==> src/rtl/sntrup_pkg.sv <==
// Shared constants, state encoding and residue-to-code map for the SNTRUP757 small-poly packer.
package sntrup_pkg;

  localparam int unsigned P      = 757;
  localparam int unsigned W      = 13;
  localparam int unsigned NBYTES = (P + 3) / 4;
  localparam int unsigned CoefW  = $clog2(P);
  localparam int unsigned ByteW  = $clog2(NBYTES);

  typedef enum logic [1:0] {StIdle, StPack, StDrain, StDone} state_e;

  // Centered f in {-1,0,1} stored as f+1; out-of-range residues fall back to f=0.
  function automatic logic [1:0] small_code(input logic [W-1:0] m);
    case (m)
      W'(0):   small_code = 2'b01;
      W'(1):   small_code = 2'b10;
      W'(2):   small_code = 2'b00;
      default: small_code = 2'b01;
    endcase
  endfunction

endpackage

==> src/rtl/small_encode_pack_if.sv <==
// Residue input stream and packed byte output stream of small_encode_pack.
interface small_encode_pack_if #(
  parameter int unsigned Width = 13
);

  logic [Width-1:0] in_mod;
  logic             in_valid;
  logic             in_ready;
  logic [7:0]       out_byte;
  logic             out_valid;
  logic             out_ready;
  logic             out_last;

  modport master (
    output in_mod, in_valid, out_ready,
    input  in_ready, out_byte, out_valid, out_last
  );

  modport slave (
    input  in_mod, in_valid, out_ready,
    output in_ready, out_byte, out_valid, out_last
  );

endinterface

==> src/rtl/small_encode_pack.sv <==
// Packs P mod-3 residues into the Small_encode byte stream, 4 two-bit codes per byte, LSB first.
module small_encode_pack
  import sntrup_pkg::*;
(
  input  logic                clk,
  input  logic                rst_n,
  input  logic                start,
  small_encode_pack_if.slave  bus,
  output logic                busy,
  output logic                done,
  output logic                err
);

  state_e           state_q, state_d;
  logic [CoefW-1:0] coef_q, coef_d;
  logic [1:0]       slot_q, slot_d;
  logic [7:0]       acc_q, acc_d;
  logic [ByteW-1:0] byte_q, byte_d;
  logic [7:0]       obyte_q, obyte_d;
  logic             ovalid_q, ovalid_d;
  logic             olast_q, olast_d;
  logic             err_q, err_d;

  logic             accept;
  logic             out_hs;
  logic             last_coef;
  logic [7:0]       acc_ins;

  assign bus.in_ready  = (state_q == StPack) && (!ovalid_q || bus.out_ready);
  assign accept        = bus.in_valid && bus.in_ready;
  assign out_hs        = ovalid_q && bus.out_ready;
  assign last_coef     = (coef_q == CoefW'(P - 1));

  assign bus.out_byte  = obyte_q;
  assign bus.out_valid = ovalid_q;
  assign bus.out_last  = olast_q;
  assign busy          = (state_q == StPack) || (state_q == StDrain);
  assign done          = (state_q == StDone);
  assign err           = err_q;

  always_comb begin
    acc_ins = acc_q;
    acc_ins[{slot_q, 1'b0} +: 2] = small_code(bus.in_mod);
  end

  always_comb begin
    state_d  = state_q;
    coef_d   = coef_q;
    slot_d   = slot_q;
    acc_d    = acc_q;
    byte_d   = byte_q;
    obyte_d  = obyte_q;
    ovalid_d = ovalid_q;
    olast_d  = olast_q;
    err_d    = err_q;

    unique case (state_q)
      StIdle: begin
        if (start) begin
          state_d = StPack;
          coef_d  = '0;
          slot_d  = '0;
          acc_d   = '0;
          byte_d  = '0;
          err_d   = 1'b0;
        end
      end
      StPack: begin
        if (out_hs) begin
          ovalid_d = 1'b0;
          olast_d  = 1'b0;
        end
        if (accept) begin
          if (bus.in_mod > W'(2)) err_d = 1'b1;
          // A new byte may load on the same edge the previous one is consumed.
          if (slot_q == 2'd3 || last_coef) begin
            obyte_d  = acc_ins;
            ovalid_d = 1'b1;
            olast_d  = (byte_q == ByteW'(NBYTES - 1));
            acc_d    = '0;
            slot_d   = '0;
            if (byte_q != ByteW'(NBYTES - 1)) byte_d = byte_q + 1'b1;
          end else begin
            acc_d  = acc_ins;
            slot_d = slot_q + 1'b1;
          end
          if (last_coef) state_d = StDrain;
          else           coef_d  = coef_q + 1'b1;
        end
      end
      StDrain: begin
        if (out_hs) begin
          ovalid_d = 1'b0;
          olast_d  = 1'b0;
          state_d  = StDone;
        end
      end
      StDone:  state_d = StIdle;
      default: state_d = StIdle;
    endcase
  end

  always_ff @(posedge clk or negedge rst_n) begin
    if (!rst_n) begin
      state_q  <= StIdle;
      coef_q   <= '0;
      slot_q   <= '0;
      acc_q    <= '0;
      byte_q   <= '0;
      obyte_q  <= '0;
      ovalid_q <= 1'b0;
      olast_q  <= 1'b0;
      err_q    <= 1'b0;
    end else begin
      state_q  <= state_d;
      coef_q   <= coef_d;
      slot_q   <= slot_d;
      acc_q    <= acc_d;
      byte_q   <= byte_d;
      obyte_q  <= obyte_d;
      ovalid_q <= ovalid_d;
      olast_q  <= olast_d;
      err_q    <= err_d;
    end
  end

endmodule

==> src/flat_wrapper.sv <==
// flat-port wrapper written by rule: the top's interface ports become plain ports
module small_encode_pack_flat import sntrup_pkg::*;
  (clk, rst_n, start, busy, done, err, bus_in_mod, bus_in_valid, bus_out_ready, bus_in_ready, bus_out_byte, bus_out_valid, bus_out_last);
  small_encode_pack_if #(.Width(W)) bus_i ();
  input  logic clk;
  input  logic rst_n;
  input  logic start;
  output logic busy;
  output logic done;
  output logic err;
  input wire logic [$bits(bus_i.in_mod)-1:0] bus_in_mod;
  input wire logic [$bits(bus_i.in_valid)-1:0] bus_in_valid;
  input wire logic [$bits(bus_i.out_ready)-1:0] bus_out_ready;
  output wire logic [$bits(bus_i.in_ready)-1:0] bus_in_ready;
  output wire logic [$bits(bus_i.out_byte)-1:0] bus_out_byte;
  output wire logic [$bits(bus_i.out_valid)-1:0] bus_out_valid;
  output wire logic [$bits(bus_i.out_last)-1:0] bus_out_last;
  assign bus_i.in_mod = bus_in_mod;
  assign bus_i.in_valid = bus_in_valid;
  assign bus_i.out_ready = bus_out_ready;
  assign bus_in_ready = bus_i.in_ready;
  assign bus_out_byte = bus_i.out_byte;
  assign bus_out_valid = bus_i.out_valid;
  assign bus_out_last = bus_i.out_last;
  small_encode_pack u_core (.clk(clk), .rst_n(rst_n), .start(start), .bus(bus_i), .busy(busy), .done(done), .err(err));
endmodule
==> config.mk <==
export PLATFORM = sky130hd
export DESIGN_NAME = small_encode_pack_flat
export DESIGN_NICKNAME = d
export VERILOG_FILES = /design/src/rtl/sntrup_pkg.sv /design/src/rtl/small_encode_pack_if.sv /design/src/rtl/small_encode_pack.sv /design/src/flat_wrapper.sv
export SDC_FILE = /design/constraint.sdc
export NUM_CORES = 1
export LEC_CHECK = 0
export ABC_CLOCK_PERIOD_IN_PS = 2100
export CAP_MARGIN = 10
export CORE_ASPECT_RATIO = 0.5
export CORE_UTILIZATION = 30
export CTS_BUF_LIST = sky130_fd_sc_hd__clkbuf_8
export CTS_CLUSTER_DIAMETER = 80
export DETAILED_ROUTE_END_ITERATION = 6
export HOLD_SLACK_MARGIN = 0.1
export PLACE_DENSITY = 0.48
export SYNTH_ARGS = -nofsm -noshare
export SYNTH_HDL_FRONTEND = slang
export SYNTH_SLANG_ARGS = --single-unit
==> constraint.sdc <==
create_clock -name clk -period 2.1 [get_ports clk]
set_input_delay 0.525 -clock clk [delete_from_list [all_inputs] [get_ports clk]]
set_output_delay 0.525 -clock clk [all_outputs]
set_load 0.1 [all_outputs]
# Word-level counts from Yosys, hierarchy flattened
# Index checks and enable logic that the tools add are counted.
# W data, S select, Z words.
dict set report word_totals {
  latch_bits 0
  ramBits 0
  out_inout_bits 14
  memories 0
  input_bits 18
  register_bits 41
  mem_bits_ro 0
}
dict set report op_classes {
  mux 35
  n_reduce_logical 16
  n_mul 0
  magnitude_cmp 1
  addsub 4
  n_shift 2
  n_eq_ne 17
  bitwise_logic 0
  n_div 0
}
# op n
set ops {}
lappend ops {{$mux W8} 6}
lappend ops {{$pmux W8 S2} 2}
lappend ops {{$mux W10} 3}
lappend ops {{$pmux W10 S2} 1}
lappend ops {{$mux W2} 7}
lappend ops {{$eq A13 B1 Y1 const B} 1}
lappend ops {{$eq A13 B2 Y1 const B} 1}
lappend ops {{$gt A13 B2 Y1 const B} 1}
lappend ops {{$reduce_and A4 Y1} 3}
lappend ops {{$add A10 B1 Y10 const B} 1}
lappend ops {{$eq A10 B10 Y1 const B} 1}
lappend ops {{$ne A2 B2 Y1 const B} 5}
lappend ops {{$mux W1} 9}
lappend ops {{$add A8 B1 Y8 const B} 1}
lappend ops {{$bwmux W8} 1}
lappend ops {{$eq A8 B8 Y1 const B} 1}
lappend ops {{$ne A8 B8 Y1 const B} 1}
lappend ops {{$pmux W2 S2} 2}
lappend ops {{$pmux W2 S4} 1}
lappend ops {{$shift A2 B5 Y8 const A} 1}
lappend ops {{$shiftx A2 B5 Y8} 1}
lappend ops {{$eq A2 B2 Y1 const B} 3}
lappend ops {{$ne A2 B1 Y1 const B} 3}
lappend ops {{$pmux W1 S2} 3}
lappend ops {{other kinds (10)} 16}

# Logic depth before layout (Yosys ltp)
# Gate-level depths: netlist (run 1).
dict set report depth {
  depth_word 7
  mapped_depth 9
  ltp_nobuf 7
}

# Worst setup path before layout (run 1)
# Ideal clock, no wire load.
dict set report synth_timing {
  kind {register to register}
  start {reg u_core.ovalid_q (netlist: u_core.bus.out_valid)}
  end {reg u_core.olast_q (netlist: u_core.bus.out_last)}
  required_time_ps 1975
  path_slack_ps -939
  stages_incl_launch_ff 6
  setup_time_ps 125
  path_buffers 0
  t_arrival_ps 2914
  period_less_slack_ps 3039
  path_cell_list {dfrtp_1 -> nand2b_1 -> and2_1 -> o211ai_1 -> nor3b_1 -> mux2_2}
}
dict set report synth_via {
  elab_chain_len 6
  elab_cells_between_ends 9
}
# item line
set synth_rtl {}
lappend synth_rtl {{start: declaration} small_encode_pack.sv:20} ;# logic ovalid_q, ovalid_d;
lappend synth_rtl {{start signal: assignment} small_encode_pack.sv:121} ;# ovalid_q <= ovalid_d;
lappend synth_rtl {{$logic_not A1 Y1} small_encode_pack.sv:29} ;# assign bus.in_ready = (state_q == StPack) && (!ovalid_q || bus.out_ready);
lappend synth_rtl {{$logic_or A1 B1 Y1} small_encode_pack.sv:29}
lappend synth_rtl {{$logic_and A1 B1 Y1} small_encode_pack.sv:29}
lappend synth_rtl {{named net bus_in_ready} flat_wrapper.sv:14} ;# output wire logic [$bits(bus_i.in_ready)-1:0] bus_in_ready;
lappend synth_rtl {{$logic_and A1 B1 Y1} small_encode_pack.sv:30} ;# assign accept = bus.in_valid && bus.in_ready;
lappend synth_rtl {{$mux W1} small_encode_pack.sv:73} ;# if (accept) begin
lappend synth_rtl {{$pmux W1 S2} small_encode_pack.sv:57} ;# unique case (state_q)
lappend synth_rtl {{end signal: assignment} small_encode_pack.sv:122} ;# olast_q <= olast_d;
lappend synth_rtl {{end: declaration} small_encode_pack.sv:21} ;# logic olast_q, olast_d;
# The timed path passes the listed nets, and every way through them passes these cells.
# A chain may end at the register's enable or synchronous reset.

# Worst setup path after layout (run 1)
dict set report layout_timing {
  start {reg u_core.coef_q[0]}
  end {reg u_core.byte_q[6]}
}
dict set report layout_via {
  elab_chain_len 4
}
# item line
set layout_rtl {}
lappend layout_rtl {{start: declaration} small_encode_pack.sv:15} ;# logic [CoefW-1:0] coef_q, coef_d;
lappend layout_rtl {{start signal: assignment} small_encode_pack.sv:116} ;# coef_q <= coef_d;
lappend layout_rtl {{$eq A10 B10 Y1} small_encode_pack.sv:32} ;# assign last_coef = (coef_q == CoefW'(P - 1));
lappend layout_rtl {{$logic_or A1 B1 Y1} small_encode_pack.sv:76} ;# if (slot_q == 2'd3 || last_coef) begin
lappend layout_rtl {{$ne A2 B2 Y1 (no source line)} --}
lappend layout_rtl {{$reduce_and A5 Y1 (no source line)} --}
lappend layout_rtl {{end signal: assignment} small_encode_pack.sv:119} ;# byte_q <= byte_d;
lappend layout_rtl {{end: declaration} small_encode_pack.sv:18} ;# logic [ByteW-1:0] byte_q, byte_d;
# Every way passes these cells.

==> load_flow_metrics.sql, run 1 <==
INSERT INTO impl_metrics (metric_group, metric, value, unit) VALUES
('die', 'std_cell_rows', '22', ''),
('timing', 'slew_viol_final', '0', ''),
('final_layout', 'area.growth.synth_to_final', '36.6', '%'),
('synth', 'post_synthesis_net_count', '286', ''),
('power_and_ir_drop', 'power.ir.vdd_worst', '343', 'µV'),
('placement', 'estimated_wirelength_of_the_detail_placed_design', '4190', 'µm'),
('synth', 'synthCells', '253', ''),
('drt', 'vias', '2032', ''),
('final_layout', 'area.sequential', '1030', 'µm²'),
('placement', 'placement_stage_worst_setup_slack', '-174', 'ps'),
('die', 'fp.dieW', '128', 'µm'),
('final_layout', 'nFillCells', '753', ''),
('global_routing', 'overflow', '0', ''),
('final_layout', 'num-nets-final', '351', ''),
('final_layout', 'num_antenna_cells', '0', ''),
('synth', 'syn-mean-instance-area', '9.42', 'µm²'),
('flow_run', 'timing.max_cap.violations', '0', ''),
('timing', 'layout_setup_ws', '99.4', 'ps'),
('cts', 'clkTransAtPathRegs', '70', 'ps'),
('worst_setup_path', 'critPathMaxFanout', '5', ''),
('placement', 'place_congestion', '0.798', ''),
('drt', 'average_detailed_routed_wire_length_per_instance', '13.2', 'µm'),
('global_routing', 'gr-usage-all-layers', '15.6', '%'),
('synth', 'synth.top_cells.by_area', 'sky130_fd_sc_hd__dfrtp_1, sky130_fd_sc_hd__ha_1, sky130_fd_sc_hd__o21ai_0, sky130_fd_sc_hd__nand2_1, sky130_fd_sc_hd__a21oi_1', ''),
('cts', 'clkSinkCount', '41', ''),
('cts', 'tritoncts', 'built', ''),
('global_routing', 'grt_antenna_before_repair', '0', ''),
('final_layout', 'final_common_cell', 'sky130_fd_sc_hd__buf_4', ''),
('timing', 'maxSlewHeadroom', '74.2', '%'),
('placement', 'io_buffer_count', '31', ''),
('power_and_ir_drop', 'power_leakage', '0.00147', 'µW'),
('worst_hold_path', 'min-delay-path-class', 'in -> async', ''),
('drt', 'routed_via_density', '4.77', ''),
('worst_setup_path', 'start_kind', 'register', ''),
('worst_setup_path', 'critPathCaptureType', 'register', ''),
('timing', 'max_freq', '500', 'MHz'),
('cts', 'hold_bufs_at_cts', '0', ''),
('worst_setup_path', 'crit_arrival', '2240', 'ps'),
('drt', 'final_antenna_net_count', '0', ''),
('final_layout', 'final_layout_size_suffix_gt1_share', '23.9', '%'),
('synth', 'library_cell_occupying_the_most_area_in_the_post_synthesis_netlist', 'sky130_fd_sc_hd__dfrtp_1', ''),
('cts', 'cts_root_buffer', 'sky130_fd_sc_hd__clkbuf_8', ''),
('drt', 'drt_wl_total', '5630', 'µm'),
('drt', 'post-route-drc-count', '0', ''),
('synth', 'post_synth_num_cell_types', '42', ''),
('global_routing', 'wire_length_of_the_first_global_routing_pass', '9940', 'µm'),
('worst_setup_path', 'critPathRequiredTime', '2340', 'ps'),
('timing', 'post_route_clock_skew', '10.9', 'ps'),
('synth', 'seq_area_frac_synth', '43.1', '%'),
('synth', 'yosys.area.top_type_share', '43.1', '%'),
('cts', 'worst_skew_pair.late_latency', '310', 'ps'),
('drt', 'drt_first_pass_iters', '4', ''),
('power_and_ir_drop', 'power_density', '456', 'nW/µm²'),
('global_routing', 'grt_pass1_vias', '2051', ''),
('die', 'core_area', '7510', 'µm²'),
('die', 'die_height', '65.0', 'µm'),
('cts', 'numCtsBuffers', '5', ''),
('timing', 'timing_hold_violations_final', '0', ''),
('die', 'boundaryPins', '32', ''),
('synth', 'synth.cell_area', '2380', 'µm²'),
('final_layout', 'most-common-layout-cells', 'sky130_fd_sc_hd__buf_4, sky130_fd_sc_hd__dfrtp_1, sky130_fd_sc_hd__nand2_1', ''),
('die', 'dieArea', '8320', 'µm²'),
('timing', 'report.final.setup_viol', '0', ''),
('timing', 'slew_at_the_pin_closest_to_its_max_slew_limit', '386', 'ps'),
('timing', 'final_period_minus_worst_setup_slack', '2000', 'ps'),
('worst_setup_path', 'path_class', 'reg -> reg', ''),
('global_routing', 'grt_start_max_net_pins', '42', ''),
('cts', 'max-clock-path-buffers', '2', ''),
('synth', 'ys_warn_count', '0', ''),
('final_layout', 'multiInputGateArea', '1330', 'µm²'),
('cts', 'clock_tree.htree_level_count', '2', ''),
('final_layout', 'core_occupancy_in_the_finished_layout', '43.3', '%'),
('drt', 'drt_first_iter_violations', '75', ''),
('synth', 'synth-seq-cells', '41', ''),
('status', 'outcome', 'finished, final reports clean', ''),
('timing', 'final.period_utilization', '95.3', '%'),
('power_and_ir_drop', 'finalPower', '1480', 'µW'),
('die', 'start_util', '31.7', '%');
[timing repair]
item,CTS,global route
setup buffers,0,4
setup endpoints to repair,0,7
resized for setup,0,10
[sequential cells by signal, indices dropped and copies added (netlist names)]
name / count
u_core.coef_q: 10
u_core.acc_q: 8
u_core.bus.out_byte: 8
u_core.byte_q: 8
u_core.slot_q: 2
u_core.state_q: 2
u_core.bus.out_last: 1
u_core.bus.out_valid: 1
u_core.err: 1
[layer usage]
metal / track usage, % / up-vias / wire length [µm]
met3: 3.72 / 4 / 127
li1: - / 1028 / -
met2: 25.0 / 23 / 2570
met4: 5.74 / 0 / 42
met1: 20.6 / 977 / 2890
met5: 0 / - / 0
[layout make-up]
class | count | area share [%]
clock buffers | 5 | 2.12
clock inverters | 2 | 1.08
inverters | 15 | 1.73
multi-input cells | 191 | 41.0
flip-flops and latches | 41 | 31.7
well taps | 108 | 4.15
repair buffers | 64 | 18.3
[path summary, 6_finish.rpt]
kind	from	endpoint	slack (ps)	cells after the start
min in group clk	u_core.bus.out_byte[2]$_DFFE_PN0P_	u_core.bus.out_byte[2]$_DFFE_PN0P_	480	1
setup / recovery	u_core.coef_q[0]$_DFFE_PN0P_	u_core.byte_q[6]$_DFFE_PN0P_	100	7
max in group asynchronous	rst_n	u_core.bus.out_valid$_DFFE_PN0P_	1690	2
setup reg to reg	u_core.coef_q[0]$_DFFE_PN0P_	u_core.byte_q[6]$_DFFE_PN0P_	100	7
hold / removal	rst_n	u_core.byte_q[1]$_DFFE_PN0P_	180	2
hold reg to reg	u_core.bus.out_byte[2]$_DFFE_PN0P_	u_core.bus.out_byte[2]$_DFFE_PN0P_	480	1
[worst max-delay path, stage by stage, from the launching register on]
cell and delay [ps]:
sky130_fd_sc_hd__dfrtp_1 410, sky130_fd_sc_hd__inv_1 100, sky130_fd_sc_hd__ha_2 210, sky130_fd_sc_hd__nand4bb_4 130, sky130_fd_sc_hd__o31ai_4 350, sky130_fd_sc_hd__nand4_4 150
sky130_fd_sc_hd__or4_4 440, sky130_fd_sc_hd__a21oi_2 140
[through the flow]
stage	instance area [µm²]	setup TNS [ps]	hold WS (ps)	instances
CTS	3180	0	179	422
global placement	3080	-1390	460	415
finish	3250	0	178	426
detailed placement	3080	-1760	467	415
global route	3250	-1.45	183	426
floorplan	2410	0	229	253
[report_power, final]
| part | total [µW] | internal, µW | switching (µW) |
|---|---|---|---|
| Clock | 629 | 346 | 283 |
| Sequential | 789 | 789 | 0 |
| Combinational | 64.9 | 37.6 | 27.3 |
| Total | 1480 | 1170 | 311 |
[Yosys cell counts, drive strengths merged]
| cell | instances |
|---|---|
| nor4b | 1 |
| nand4bb | 1 |
| clkbuf | 4 |
| nor3b | 2 |
| a21oi | 15 |
| and3 | 5 |
| o211ai | 1 |
| o22ai | 2 |
| o21ai | 22 |
| xor2 | 6 |
| a21o | 6 |
| xnor2 | 3 |
| nor2 | 11 |
| nand4 | 10 |
| buf | 2 |
| nor4bb | 1 |
| and4 | 2 |
| nor2b | 7 |
| mux2 | 1 |
| nand2 | 28 |
| a31o | 2 |
| inv | 15 |
| ha | 15 |
| o21a | 2 |
| a31oi | 2 |
| or3 | 6 |
| nand4b | 1 |
| dfrtp | 41 |
| nand2b | 8 |
| o2bb2ai | 4 |
| o32a | 1 |
| nor3 | 8 |
| o31ai | 3 |
| or4 | 1 |
| a22o | 1 |
| nor4 | 2 |
| nand3 | 7 |
| and2 | 4 |
[cell families (layout without fill, tap and decap cells)]
family | count (synthesis) | after routing | synth area share (%)
AND/OR/NAND/NOR | 105 | 105 | 25.7
AO/OA/AOI/OAI | 61 | 61 | 16.2
buffers and inverters | 21 | 86 | 3.41
adder cells (fa/ha/maj) | 15 | 15 | 7.88
XOR/XNOR | 9 | 9 | 3.31
flip-flops | 41 | 41 | 43.1
multiplexers | 1 | 1 | 0.473
(Power assumes the default switching activity.)
==> run 2, diff against run 1 <==
--- a/config.mk
+++ b/config.mk
@@ -12,8 +12,9 @@
 export CTS_BUF_LIST = sky130_fd_sc_hd__clkbuf_8
 export CTS_CLUSTER_DIAMETER = 80
 export DETAILED_ROUTE_END_ITERATION = 6
+export DONT_BUFFER_PORTS = 1
 export HOLD_SLACK_MARGIN = 0.1
-export PLACE_DENSITY = 0.48
+export PLACE_DENSITY = 0.42
 export SYNTH_ARGS = -nofsm -noshare
 export SYNTH_HDL_FRONTEND = slang
 export SYNTH_SLANG_ARGS = --single-unit
==> load_flow_metrics.sql, run 2 (synthesized netlist as in run 1, its figures left out) <==
INSERT INTO impl_metrics (metric_group, metric, value, unit) VALUES
('placement', 'dpl_cell_area', '2740', 'µm²'),
('final_layout', 'core_occupancy_in_the_finished_layout', '38.6', '%'),
('drt', 'drt_first_pass_iters', '4', ''),
('timing', 'maxSlewHeadroom', '65.3', '%'),
('timing', 'grt_setup_unrepaired', 'true', ''),
('drt', 'average_detailed_routed_wire_length_per_instance', '13.9', 'µm'),
('cts', 'worst_skew_pair.late_latency', '300', 'ps'),
('worst_setup_path', 'critical_path.cell_chain', 'inv_1, ha_1, and2_4, buf_6', ''),
('timing', 'timing_hold_violations_final', '0', ''),
('drt', 'routed_via_density', '4.77', ''),
('cts', 'clkSinkCount', '41', ''),
('final_layout', 'area.growth.synth_to_final', '21.6', '%'),
('cts', 'cts_post_setup_buffers_inserted', '0', ''),
('timing', 'slew_at_the_pin_closest_to_its_max_slew_limit', '514', 'ps'),
('die', 'boundaryPins', '32', ''),
('worst_setup_path', 'critPathRequiredTime', '1570', 'ps'),
('power_and_ir_drop', 'power_leakage', '0.00130', 'µW'),
('drt', 'final_antenna_net_count', '0', ''),
('worst_setup_path', 'critical-path-slowest-cell', 'sky130_fd_sc_hd__dfrtp_1', ''),
('die', 'die_height', '65.0', 'µm'),
('worst_setup_path', 'critPathMaxStageDelay', '410', 'ps'),
('global_routing', 'busiest_layer', 'met2', ''),
('cts', 'max-clock-path-buffers', '2', ''),
('worst_setup_path', 'path_class', 'reg -> out', ''),
('worst_setup_path', 'start_kind', 'register', ''),
('die', 'start_util', '31.7', '%'),
('final_layout', 'num_antenna_cells', '0', ''),
('global_routing', 'grt_pass1_vias', '1893', ''),
('worst_setup_path', 'timing.critical_path.max_delay_family', 'flip-flops', ''),
('timing', 'final_period_minus_worst_setup_slack', '2020', 'ps'),
('cts', 'cts_root_buffer', 'sky130_fd_sc_hd__clkbuf_8', ''),
('global_routing', 'use_met2', '22.7', '%'),
('worst_setup_path', 'crit_arrival', '1490', 'ps'),
('global_routing', 'grt_use_met3', '4.38', '%'),
('drt', 'drt_wl_total', '5470', 'µm'),
('cts', 'clock_tree.htree_level_count', '2', ''),
('global_routing', 'gr-usage-all-layers', '14.8', '%'),
('final_layout', 'num-nets-final', '319', ''),
('cts', 'tritoncts', 'built', ''),
('die', 'core_area', '7510', 'µm²'),
('placement', 'estimated_wirelength_of_the_detail_placed_design', '4120', 'µm'),
('cts', 'numCtsBuffers', '5', ''),
('drt', 'vias', '1879', ''),
('timing', 'slew_viol_final', '0', ''),
('final_layout', 'final_layout_size_suffix_gt1_share', '18.5', '%'),
('final_layout', 'most_flops_register', 'u_core.coef_q', ''),
('power_and_ir_drop', 'power.ir.vdd_worst', '207', 'µV'),
('worst_setup_path', 'cp_num_buf_inv', '2', ''),
('final_layout', 'finish.instance_area', '2900', 'µm²'),
('global_routing', 'overflow', '0', ''),
('global_routing', 'wire_length_of_the_first_global_routing_pass', '9400', 'µm'),
('final_layout', 'largest_register_ffs', '10', ''),
('timing', 'max_freq', '496', 'MHz'),
('die', 'std_cell_rows', '22', ''),
('timing', 'post_route_clock_skew', '10.8', 'ps'),
('cts', 'clkTransAtPathRegs', '80', 'ps'),
('drt', 'drt_first_iter_violations', '80', ''),
('placement', 'place_congestion', '0.761', ''),
('final_layout', 'most-common-layout-cells', 'sky130_fd_sc_hd__dfrtp_1, sky130_fd_sc_hd__buf_4, sky130_fd_sc_hd__nand2_1', ''),
('timing', 'final.period_utilization', '96.0', '%'),
('final_layout', 'final_common_cell', 'sky130_fd_sc_hd__dfrtp_1', ''),
('worst_setup_path', 'critPathCaptureType', 'primary output', ''),
('worst_hold_path', 'min-delay-path-class', 'in -> reg', ''),
('global_routing', 'grt_antenna_before_repair', '0', ''),
('die', 'dieArea', '8320', 'µm²'),
('die', 'fp.dieW', '128', 'µm'),
('worst_setup_path', 'critPathMaxFanout', '5', ''),
('timing', 'report.final.setup_viol', '0', ''),
('flow_run', 'timing.max_cap.violations', '0', ''),
('placement', 'io_buffer_count', '0', ''),
('global_routing', 'grt_start_max_net_pins', '42', ''),
('drt', 'post-route-drc-count', '0', ''),
('status', 'outcome', 'finished, final reports clean', ''),
('power_and_ir_drop', 'power_density', '501', 'nW/µm²'),
('global_routing', 'globalRouteMet1Util', '20.0', '%');
==> run 2: area by class of cell <==
| class | instances | area, µm² |
|---|---|---|
| fillers | 761 | 4620 |
| multi-input cells | 191 | 1310 |
| flip-flops and latches | 41 | 1030 |
| repair buffers | 32 | 267 |
| well taps | 108 | 135 |
| clock buffers | 5 | 68.8 |
| inverters | 15 | 56.3 |
| clock inverters | 2 | 35.0 |
==> run 2: worst paths after layout <==
path | slack, ps | end | cells past startpoint | startpoint
worst max-delay path | 80 | bus_in_ready | 4 | u_core.state_q[1]$_DFFE_PN0P_
worst min-delay path | 390 | u_core.bus.out_valid$_DFFE_PN0P_ | 2 | bus_out_ready
worst max register to register | 90 | u_core.byte_q[6]$_DFFE_PN0P_ | 7 | u_core.coef_q[0]$_DFFE_PN0P_
worst min register to register | 480 | u_core.bus.out_byte[4]$_DFFE_PN0P_ | 1 | u_core.bus.out_byte[4]$_DFFE_PN0P_
max in group asynchronous | 1160 | u_core.bus.out_valid$_DFFE_PN0P_ | 2 | rst_n
min in group asynchronous | 720 | u_core.state_q[0]$_DFFE_PN0P_ | 2 | rst_n
==> run 2: power breakdown <==
part,switching (µW),leakage (µW),internal [µW]
Clock,289,0.0000540,346
Combinational,18.2,0.000700,9.93
Sequential,0,0.000550,789
==> run 2: stage by stage <==
step / worst slack, ps / TNS (ps) / cells / total power (µW) / hold WS (ps)
finish: 83.6 / 0 / 394 / 1450 / 392
global route: -38.5 / -38.5 / 394 / 1510 / 404
CTS: 22.6 / 0 / 394 / 1490 / 378
detailed placement: 95.3 / 0 / 385 / 809 / 231
global placement: 172 / 0 / 385 / 809 / 231
floorplan: 20.6 / 0 / 253 / 809 / 229
==> run 2: worst reg2reg max path, delay by kind of cell, from the launching register on <==
family | cells | cell delay [ps]
AND/OR/NAND/NOR | 3 | 740
AO/OA/AOI/OAI | 2 | 480
flip-flops | 1 | 410
adder cells (fa/ha/maj) | 1 | 220
buffers and inverters | 1 | 100
==> run 2: what timing repair did <==
item,4_1_cts,5_1_grt
hold endpoints to repair,41,0
resized for setup,0,3
hold buffers,2,0
endpoints found under the setup margin,0,6
==> run 2: layer usage <==
metal	part of all wire (%)	vias to the layer above
met3	2.8	7
met4	0.84	0
met5	0	-
met1	52	890
met2	44	17
li1	-	965
